**src/rtl/key_event_gen.sv**
```systemverilog
// key_event_gen: debounced per-key level plus press, release and auto-repeat pulses.
// Raw active-low buttons are synchronised and sampled on a shared slow tick.
//
// Ports:
//   clk           system clock
//   rst_n         asynchronous active-low reset
//   i_key_n       raw buttons, asynchronous, 0 = pressed
//   o_key_level   debounced state, 1 = pressed
//   o_key_press   1-clk pulse on accepted press
//   o_key_release 1-clk pulse on accepted release
//   o_key_repeat  1-clk pulse per auto-repeat while held
//   o_tick        1-clk sample strobe
module key_event_gen #(
    parameter int F_CLK          = 50_000_000,
    parameter int TICK_HZ        = 1000,
    parameter int NUM_KEYS       = 6,
    parameter int DEBOUNCE_TICKS = 20,
    parameter int HOLD_TICKS     = 500,
    parameter int REPEAT_TICKS   = 100
) (
    input  logic                clk,
    input  logic                rst_n,
    input  logic [NUM_KEYS-1:0] i_key_n,
    output logic [NUM_KEYS-1:0] o_key_level,
    output logic [NUM_KEYS-1:0] o_key_press,
    output logic [NUM_KEYS-1:0] o_key_release,
    output logic [NUM_KEYS-1:0] o_key_repeat,
    output logic                o_tick
);

    localparam int DIV = F_CLK / TICK_HZ;
    localparam int TW  = $clog2(DIV);
    localparam int M1  = (DEBOUNCE_TICKS > HOLD_TICKS) ?
                         DEBOUNCE_TICKS : HOLD_TICKS;
    localparam int MAXT = (M1 > REPEAT_TICKS) ? M1 : REPEAT_TICKS;
    localparam int CW   = $clog2(MAXT + 1);

    localparam logic [TW-1:0] TICK_LAST = TW'(DIV - 1);
    localparam logic [CW-1:0] DB_C      = CW'(DEBOUNCE_TICKS);
    localparam logic [CW-1:0] HOLD_C    = CW'(HOLD_TICKS);
    localparam logic [CW-1:0] REP_C     = CW'(REPEAT_TICKS);
    localparam logic [CW-1:0] ONE_C     = CW'(1);

    localparam logic [2:0] S_IDLE     = 3'd0;
    localparam logic [2:0] S_PRESS_DB = 3'd1;
    localparam logic [2:0] S_HELD     = 3'd2;
    localparam logic [2:0] S_REPEAT   = 3'd3;
    localparam logic [2:0] S_REL_DB   = 3'd4;

    logic [NUM_KEYS-1:0] r_sync1;
    logic [NUM_KEYS-1:0] r_sync2;
    logic [TW-1:0]       r_tick_cnt;
    logic                w_tick;

    // Synchronisers preset to "released" so reset never looks like a press.
    always_ff @(posedge clk or negedge rst_n) begin
        if (!rst_n) begin
            r_sync1 <= '1;
            r_sync2 <= '1;
        end else begin
            r_sync1 <= i_key_n;
            r_sync2 <= r_sync1;
        end
    end

    always_ff @(posedge clk or negedge rst_n) begin
        if (!rst_n) begin
            r_tick_cnt <= '0;
        end else if (w_tick) begin
            r_tick_cnt <= '0;
        end else begin
            r_tick_cnt <= r_tick_cnt + TW'(1);
        end
    end

    assign w_tick = (r_tick_cnt == TICK_LAST);
    assign o_tick = w_tick;

    for (genvar g = 0; g < NUM_KEYS; g++) begin : gen_key
        logic [2:0]    r_state;
        logic [CW-1:0] r_cnt;
        logic          r_press;
        logic          r_rel;
        logic          r_rep;
        logic          w_p;
        logic [CW-1:0] w_inc;

        assign w_p   = ~r_sync2[g];
        assign w_inc = r_cnt + ONE_C;

        // Pulses default low every clk, so a pulse set on a tick edge
        // lasts exactly one clk.
        always_ff @(posedge clk or negedge rst_n) begin
            if (!rst_n) begin
                r_state <= S_IDLE;
                r_cnt   <= '0;
                r_press <= 1'b0;
                r_rel   <= 1'b0;
                r_rep   <= 1'b0;
            end else begin
                r_press <= 1'b0;
                r_rel   <= 1'b0;
                r_rep   <= 1'b0;
                if (w_tick) begin
                    case (r_state)
                        S_IDLE: begin
                            if (w_p) begin
                                if (DEBOUNCE_TICKS == 1) begin
                                    r_state <= S_HELD;
                                    r_press <= 1'b1;
                                    r_cnt   <= '0;
                                end else begin
                                    r_state <= S_PRESS_DB;
                                    r_cnt   <= ONE_C;
                                end
                            end
                        end
                        S_PRESS_DB: begin
                            if (!w_p) begin
                                r_state <= S_IDLE;
                                r_cnt   <= '0;
                            end else if (w_inc == DB_C) begin
                                r_state <= S_HELD;
                                r_press <= 1'b1;
                                r_cnt   <= '0;
                            end else begin
                                r_cnt <= w_inc;
                            end
                        end
                        S_HELD, S_REPEAT: begin
                            if (!w_p) begin
                                if (DEBOUNCE_TICKS == 1) begin
                                    r_state <= S_IDLE;
                                    r_rel   <= 1'b1;
                                    r_cnt   <= '0;
                                end else begin
                                    r_state <= S_REL_DB;
                                    r_cnt   <= ONE_C;
                                end
                            end else if (w_inc == ((r_state == S_HELD) ?
                                                   HOLD_C : REP_C)) begin
                                r_state <= S_REPEAT;
                                r_rep   <= 1'b1;
                                r_cnt   <= '0;
                            end else begin
                                r_cnt <= w_inc;
                            end
                        end
                        S_REL_DB: begin
                            // A bounce back to pressed restarts the hold delay.
                            if (w_p) begin
                                r_state <= S_HELD;
                                r_cnt   <= '0;
                            end else if (w_inc == DB_C) begin
                                r_state <= S_IDLE;
                                r_rel   <= 1'b1;
                                r_cnt   <= '0;
                            end else begin
                                r_cnt <= w_inc;
                            end
                        end
                        default: begin
                            r_state <= S_IDLE;
                            r_cnt   <= '0;
                        end
                    endcase
                end
            end
        end

        assign o_key_level[g]   = (r_state == S_HELD) ||
                                  (r_state == S_REPEAT) ||
                                  (r_state == S_REL_DB);
        assign o_key_press[g]   = r_press;
        assign o_key_release[g] = r_rel;
        assign o_key_repeat[g]  = r_rep;
    end

endmodule

```
**config.mk**
```make
export PLATFORM = sky130hd
export DESIGN_NAME = key_event_gen
export DESIGN_NICKNAME = d
export VERILOG_FILES = /design/src/rtl/key_event_gen.sv
export SDC_FILE = /design/constraint.sdc
export NUM_CORES = 1
export LEC_CHECK = 0
export CELL_PAD_IN_SITES_DETAIL_PLACEMENT = 0
export CELL_PAD_IN_SITES_GLOBAL_PLACEMENT = 1
export CORE_AREA = 2 2 129 131
export DETAILED_ROUTE_END_ITERATION = 6
export DIE_AREA = 0 0 131 133
export PLACE_DENSITY = 0.83
export SYNTH_ARGS = -nofsm -noshare
export SYNTH_HDL_FRONTEND = slang
export SYNTH_SLANG_ARGS = --single-unit
```
**constraint.sdc**
```tcl
create_clock -name clk -period 3.5 [get_ports clk]
set_clock_uncertainty 0.1 [all_clocks]
set_input_delay 0.7 -clock clk [delete_from_list [all_inputs] [get_ports clk]]
set_output_delay 0.7 -clock clk [all_outputs]
set_load 0.02 [all_outputs]
```
## Word-level counts from Yosys, hierarchy flattened

Cells that the tools add are included.

| word-level totals | value |
|---|---|
| flip-flop bits (word level) | 118 |
| input bits | 8 |
| output and inout bits | 25 |

| cells by class | value |
|---|---|
| $add $sub $neg | 7 |
| equality and inequality tests | 61 |
| mux-type cells | 163 |
| reductions and logical operators | 36 |

Operators with widths:

| kind | count |
|---|---|
| 9-bit 2-to-1 mux | 42 |
| 9-bit one-hot mux with 4 select lines | 6 |
| 3-bit 2-to-1 mux | 42 |
| 3-bit one-hot mux with 4 select lines | 6 |
| 1-bit 2-to-1 mux | 66 |
| 9-bit by 1-bit adder with 9-bit output (second input constant) | 6 |
| 9-bit by 5-bit == test with 1-bit output (second input constant) | 6 |
| 9-bit == test | 6 |
| 3-bit != test (second input constant) | 18 |
| 3-bit by 2-bit == test with 1-bit output (second input constant) | 12 |
| 5-bit AND reduction | 6 |
| 3-bit by 1-bit == test with 1-bit output (second input constant) | 6 |
| 3-bit == test (second input constant) | 6 |
| 3-bit logical NOT | 6 |
| 16-bit by 1-bit adder with 16-bit output (second input constant) | 1 |
| 16-bit == test (second input constant) | 1 |
| 16-bit 2-to-1 mux | 1 |
| 1-bit logical OR | 12 |
| 2-bit != test (second input constant) | 6 |
| 2-bit AND reduction | 6 |
| 2-bit OR reduction | 6 |

## Logic depth before layout (Yosys ltp)

Gate-level depths: netlist of the first run.

| depth | value |
|---|---|
| depth after elaboration | 7 |
| gate-level depth with buffers | 10 |

## Least setup slack after synthesis of the first run

Ideal clock, no wire load.

| path | value |
|---|---|
| path kind | register -> output |
| from | reg r_tick_cnt[0] |
| to | out o_tick |
| arrival time | 1.821 ns |
| setup slack | 0.879 ns |
| stages on the path, launching flop included | 7 |
| path through | dfrtp_1 -> ha_1 -> nor4b_1 -> nand4_1 -> inv_2 -> clkbuf_1 -> buf_1 |

| between the ends | value |
|---|---|
| word-level cells in the longest chain between the ends | 1 |

Ends and longest elaborated chain:

| what | RTL line | text |
|---|---|---|
| from (decl) | 52 | `logic [TW-1:0] r_tick_cnt;` |
| from (signal assigned) | 72 | `r_tick_cnt <= r_tick_cnt + TW'(1);` |
| 16-bit == test | 76 | `assign w_tick = (r_tick_cnt == TICK_LAST);` |
| to (decl) | 28 | `output logic o_tick` |

No other way between the ends.

## Final worst setup path of the first run

Same ends and word-level chain as after synthesis.

==> results of run 1 <==
[per-layer routing]
layer	vias to the layer above	GRT usage, %	wire [microns]
met5	-	0	0
li1	3158	-	-
met1	3077	26.1	7600
met4	0	7.45	254
met3	26	5.22	738
met2	155	32.5	7990
[cell families after synthesis]
| kind of cell | after synthesis |
|---|---|
| DFF | 118 |
| AOI/OAI and AO/OA | 227 |
| muxes | 4 |
| xor gates and xnor gates | 29 |
| and+or+nand+nor | 384 |
| buffers and inverters | 91 |
| adders and majority gates | 7 |
[state kept, by name (all words and copies together) (netlist names)]
name and count:
gen_key.r_cnt 54, gen_key.r_press 6, gen_key.r_rel 6, gen_key.r_rep 6
gen_key.r_state 18, r_sync1 6, r_sync2 6, r_tick_cnt 16
[power by group through the flow]
stage	Combinational [W]	Clock, W	Sequential (W)
after CTS	0.0000597	0.00200	0.00139
after detailed placement	0.0000593	0	0.00141
after global routing	0.0000662	0.00207	0.00139
after global placement	0.0000580	0	0.00141
after floorplan	0.0000241	0	0.00140
final	0.0000571	0.00195	0.00139
[critical path, delay by kind of cell (launching register included)]
kind          cells  cell delay (ns)
fa+ha+maj         1             0.25
buf+inv           2             0.74
simple gates      2             0.44
flops             1             0.41
[path summary, 6_finish.rpt]
check	start	endpoint	slack, ns	cells past startpoint
max in group asynchronous	rst_n	r_sync1[2]$_DFF_PN1_	2.31	2
hold reg to reg	r_sync1[2]$_DFF_PN1_	r_sync2[2]$_DFF_PN1_	0.25	0
hold / removal	rst_n	gen_key[1].r_state[0]$_DFFE_PN0P_	0.16	1
setup / recovery	r_tick_cnt[0]$_DFF_PN0_	o_tick	0.44	5
min in group clk	r_sync1[2]$_DFF_PN1_	r_sync2[2]$_DFF_PN1_	0.25	0
setup reg to reg	gen_key[2].r_cnt[0]$_DFFE_PN0P_	gen_key[2].r_cnt[3]$_DFFE_PN0P_	0.63	8
[per-stage QoR]
stage | worst slack [ns] | total power (W)
floorplan | 0.879 | 0.00143
global placement | 0.742 | 0.00147
detailed placement | 0.653 | 0.00147
CTS | 0.424 | 0.00345
global route | 0.230 | 0.00352
finish | 0.442 | 0.00339
[placed cells by master (no fill, tap or decap), drive strengths merged, types with 8 or more instances in the layout]
cell type      Yosys  final
a21o              16     16
a21oi             49     49
a22o               8      8
a31oi             10     10
and3              17     17
and4              10     10
clkbuf            35     21
clkdlybuf4s50      0     31
dfrtp            106    106
dfstp             12     12
inv               28     28
nand2             89     89
nand2b            23     23
nand3             53     53
nand4             16     16
nor2              72     72
nor3              26     26
nor4              13     13
o21ai             46     46
o22ai             11     11
o31ai             22     22
or2                8      8
or4               10     10
xnor2             11     11
xor2              18     18
[final cells by class]
class	count	area share, %
Clock buffer	21	5.61
Clock inverter	11	2.34
Inverter	28	1.25
Multi-Input combinational cell	651	47.7
Sequential cell	118	35.4
Tap cell	220	3.28
Timing Repair Buffer	38	4.47
==> impl_metrics.csv, run 1 <==
group,metric,value,unit
global_route,grt_overflow,0,
synth,synthTopCellsByArea,"dfrtp_1, nand2_1, dfstp_2",
cells_and_area,syn2layout_area_growth,13.6,%
global_route,antenna_found_initial,0,
cells_and_area,multi_input_area,0.00400,sq mm
synth,synth-compound-area-share,21.4,%
detailed_routing,drtAntennaViolNets,0,
detailed_routing,first_iter_violations,524,
setup_path,cp-end-kind,"primary output",
global_route,grt_max_degree,51,
die,dieArea,0.0174,sq mm
cells_and_area,final_cells,1087,
detailed_routing,via_per_inst,5.90,
power_and_ir_drop,ir_worst_vdd,0.350,mV
flow_run,maxCapViolations,0,
power_and_ir_drop,p_per_area,404,mW/mm^2
power_and_ir_drop,switching_share,19.9,%
detailed_routing,wl_per_cell,15.3,microns
synth,synth_edf_count,0,
setup_path,crit_type,"flip-flop to primary output",
power_and_ir_drop,pwr-share-clk,57.3,%
synth,ys.flop_type,"dfrtp_1",
synth,synthMostInstantiatedCell,"dfrtp_1",
synth,ys_warn_count,0,
sta,finalHoldViolCount,0,
clock_tree,cts_root_buffer,"clkbuf_16",
synth,avgSynthCellArea,8.59,sq um
synth,syn_area,0.00739,sq mm
global_route,grt_use_total,20.2,%
setup_path,cp_max_fo,5,
placed_design,portBuffers,32,
clock_tree,clock_latency,0.42,ns
die,die_w,131,microns
detailed_routing,drc,0,
setup_path,path_cells,"ha_1 -> nor4b_1 -> nand4_1 -> inv_2 -> clkdlybuf4s50_1",
sta,fin_setup_tns,0,ns
placed_design,dp.cells,1055,
setup_path,cp_slowest_cell,"clkdlybuf4s50_1",
sta,rsz0062_at_grt,"no",
cells_and_area,layout-drive-gt1-share,8.65,%
synth,synthXorXnorAreaFrac,3.44,%
clock_tree,cts_buffer_depth,2,
cells_and_area,diodes,0,
die,start_util,45.7,%
cells_and_area,layout.nets,869,
synth,synthAdderAreaFrac,1.19,%
cells_and_area,final_area,0.00839,sq mm
synth,synthCells,860,
sta,min_period_over_period,87.4,%
die,fp-row-count,47,
synth,synth-simple-area-share,27.5,%
clock_tree,cts_hold_buffers,0,
clock_tree,cts_setup_buffers,0,
synth,syn-num-nets,875,
placed_design,place_congestion,0.865,
power_and_ir_drop,p_switching,0.000677,W
die,core_area,0.0162,sq mm
power_and_ir_drop,leakagePower,3.39,nW
clock_tree,clkTransAtPathRegs,0.06,ns
setup_path,required,2.70,ns
sta,worst_hold_slack,0.156,ns
synth,async_flop_share,100,%
synth,yosys.area.top_type_share,35.9,%
synth,synthTopCellsByCount,"dfrtp_1, nand2_1, nor2_1, nand3_1, a21oi_1",
detailed_routing,finalWirelength,16600,microns
synth,ys_types,82,
synth,synth.area.mux_share,0.576,%
detailed_routing,vias,6416,
clock_tree,cts_tree,"yes",
sta,slew_violations,0,
clock_tree,cts_resized,0,
sta,worst_pin_slew,0.738,ns
synth,synth_area_leader_cell,"dfrtp_1",
synth,ys_ff_latch,118,
placed_design,dpl.hpwl,11300,microns
die,dieHeight,133,microns
clock_tree,clock_sinks,118,
sta,slew-limit-headroom,50.4,%
run_status,status,"complete, no violations",
die,ios,33,
power_and_ir_drop,comb_power_share,1.7,%
power_and_ir_drop,p_int,0.00272,W
cells_and_area,fillCellCount,1498,
sta,finalSetupViolCount,0,
sta,fin_crit,3.06,ns
cells_and_area,regArea,0.00297,sq mm
global_route,grt_pass1_vias,6204,
setup_path,startpoint_type,"flip-flop",
hold_path,min-delay-path-class,"primary input to asynchronous set/reset pin",
placed_design,placed_cell_area,0.00772,sq mm
cells_and_area,final_util,51.9,%
clock_tree,cts-htree-levels,4,
setup_path,crit_arrival,2.26,ns
synth,synth_top_family_by_area,"simple AND/OR/NAND/NOR gates",
detailed_routing,first_pass_iters,6,
power_and_ir_drop,seqPwrFrac,41.0,%
clock_tree,numCtsBuffers,17,
setup_path,max_stage_delay,0.65,ns
synth,yosysSeqAreaShare,40.2,%
global_route,grt_first_pass_wirelength,28600,microns
sta,fmax,0.327,GHz
No activity file was read; power rests on OpenSTA's default activity.
==> run 2: changes to the inputs <==
--- a/config.mk
+++ b/config.mk
@@ -10,7 +10,9 @@
 export CORE_AREA = 2 2 129 131
 export DETAILED_ROUTE_END_ITERATION = 6
 export DIE_AREA = 0 0 131 133
-export PLACE_DENSITY = 0.83
+export PLACE_DENSITY_LB_ADDON = 0.1
+export SLEW_MARGIN = 5
 export SYNTH_ARGS = -nofsm -noshare
 export SYNTH_HDL_FRONTEND = slang
 export SYNTH_SLANG_ARGS = --single-unit
+export TNS_END_PERCENT = 30
==> run 2 against run 1 <==
- fmax grew 0.97%
- die area is the same
- register-to-register slack lost 0.03 ns
- global-route usage grew 0.62 points
- sequential cell count is the same
- combinational power shrank 0.9%
- utilization shrank 0.33 points
- critical path depth is the same
- power shrank 4.0%
- critical path type unchanged
==> impl_metrics.csv, run 2 (synthesis gave the netlist of run 1 again) <==
group,metric,value,unit
sta,worst_slack,0.471,ns
detailed_routing,drc,0,
power_and_ir_drop,p_switching,0.000655,W
sta,fin_setup_tns,0,ns
clock_tree,cts-htree-levels,4,
sta,fmax,0.330,GHz
cells_and_area,syn2layout_area_growth,12.8,%
placed_design,dpl.hpwl,11700,microns
clock_tree,numCtsBuffers,17,
detailed_routing,first_iter_violations,428,
setup_path,path_cells,"ha_1 -> nor4b_1 -> nand4_1 -> inv_2 -> clkdlybuf4s50_1",
cells_and_area,largest_reg_flops,54,
power_and_ir_drop,ir_worst_vdd,0.323,mV
power_and_ir_drop,pwr-share-clk,55.6,%
clock_tree,clkTransAtPathRegs,0.05,ns
sta,finalSetupViolCount,0,
die,core_area,0.0162,sq mm
sta,min_period_over_period,86.5,%
sta,finalHoldViolCount,0,
cells_and_area,top_regs,"gen_key.r_cnt (54), gen_key.r_state (18), r_tick_cnt (16)",
clock_tree,cts_setup_buffers,0,
cells_and_area,final_common_cell,"dfrtp_1",
clock_tree,cts_buffer_depth,2,
placed_design,post-place-ws,0.626,ns
setup_path,max_stage_delay,0.65,ns
run_status,status,"complete, no violations",
cells_and_area,final_area,0.00834,sq mm
cells_and_area,fillCellCount,1515,
power_and_ir_drop,seqPwrFrac,42.7,%
die,ios,33,
detailed_routing,drtAntennaViolNets,0,
global_route,antenna_found_initial,0,
cells_and_area,layout-drive-gt1-share,8.65,%
setup_path,startpoint_type,"flip-flop",
die,dieArea,0.0174,sq mm
clock_tree,cts_root_buffer,"clkbuf_16",
die,dieHeight,133,microns
sta,rsz0062_at_grt,"no",
global_route,grt_max_degree,53,
cells_and_area,regMostFlops,"gen_key.r_cnt",
detailed_routing,vias,6441,
global_route,grt_overflow,0,
global_route,grt_first_pass_wirelength,29400,microns
power_and_ir_drop,p_int,0.00260,W
placed_design,portBuffers,32,
cells_and_area,diodes,0,
clock_tree,clock_sinks,118,
detailed_routing,finalWirelength,17000,microns
sta,fin_crit,3.03,ns
sta,slew_violations,0,
cells_and_area,final_cell_mix,"dfrtp_1, nand2_1, nor2_1",
placed_design,placed_cell_area,0.00772,sq mm
setup_path,required,2.70,ns
setup_path,cp_max_fo,5,
die,start_util,45.7,%
global_route,grt_use_total,20.8,%
die,fp-row-count,47,
setup_path,cp-end-kind,"primary output",
sta,slew-limit-headroom,51.7,%
detailed_routing,via_per_inst,5.93,
power_and_ir_drop,leakagePower,3.37,nW
flow_run,maxCapViolations,0,
cells_and_area,layout.nets,870,
clock_tree,cts_resized,0,
setup_path,path_delay_family,"buffers and inverters",
placed_design,place_congestion,0.851,
clock_tree,cts_tree,"yes",
global_route,grt_pass1_vias,6094,
setup_path,cp_slowest_cell,"clkdlybuf4s50_1",
clock_tree,clock_latency,0.41,ns
detailed_routing,first_pass_iters,5,
power_and_ir_drop,p_per_area,391,mW/mm^2
power_and_ir_drop,switching_share,20.1,%
setup_path,crit_arrival,2.23,ns
sta,worst_pin_slew,0.720,ns
die,die_w,131,microns
clock_tree,cts_hold_buffers,0,
setup_path,crit_type,"flip-flop to primary output",
hold_path,min-delay-path-class,"primary input to asynchronous set/reset pin",
setup_path,crit_buf_inv,2,
detailed_routing,wl_per_cell,15.7,microns
power_and_ir_drop,comb_power_share,1.7,%
run 2: metrics by stage:
stage	utilization [%]	total power [W]	hold WS (ns)	std cells
2_1_floorplan	-	0.00143	0.245	860
3_3_place_gp	47.7	0.00147	0.246	1056
3_5_place_dp	47.7	0.00147	0.247	1056
4_1_cts	51.6	0.00331	0.252	1087
5_1_grt	51.6	0.00339	0.257	1087
6_report	51.6	0.00326	0.237	1087
run 2: routing by layer:
metal | up-vias | routed length (microns) | global-route usage [%]
li1 | 3149 | - | -
met1 | 3123 | 8040 | 28.3
met2 | 144 | 8150 | 32.8
met3 | 25 | 541 | 4.08
met4 | 0 | 297 | 7.74
met5 | - | 0 | 0
run 2: final cells by class:
type / instances / area (sq um) / area share, %
inverter: 28 / 105 / 1.26
multi-input combinational: 651 / 4000 / 48.0
sequential: 118 / 2970 / 35.6
clock inverter: 8 / 120 / 1.44
tap: 220 / 275 / 3.30
timing repair buffer: 39 / 370 / 4.44
clock buffer: 23 / 498 / 5.97
run 2: path summary, 6_finish.rpt:
path / start / endpoint / slack, ns / depth (start not counted)
setup / recovery: r_tick_cnt[0]$_DFF_PN0_ / o_tick / 0.47 / 5
min in group clk: r_sync1[5]$_DFF_PN1_ / r_sync2[5]$_DFF_PN1_ / 0.25 / 0
hold / removal: rst_n / gen_key[3].r_cnt[4]$_DFFE_PN0P_ / 0.24 / 1
setup reg to reg: gen_key[0].r_cnt[0]$_DFFE_PN0P_ / gen_key[0].r_cnt[6]$_DFFE_PN0P_ / 0.60 / 7
max in group asynchronous: rst_n / r_sync2[3]$_DFF_PN1_ / 2.20 / 2
hold reg to reg: r_sync1[5]$_DFF_PN1_ / r_sync2[5]$_DFF_PN1_ / 0.25 / 0
run 2: power by group through the flow:
stage | clock network [W] | logic, W | registers, W
final | 0.00181 | 0.0000566 | 0.00139
after global routing | 0.00193 | 0.0000661 | 0.00139
after CTS | 0.00186 | 0.0000595 | 0.00139
after detailed placement | 0 | 0.0000595 | 0.00141
after global placement | 0 | 0.0000577 | 0.00141
after floorplan | 0 | 0.0000241 | 0.00140
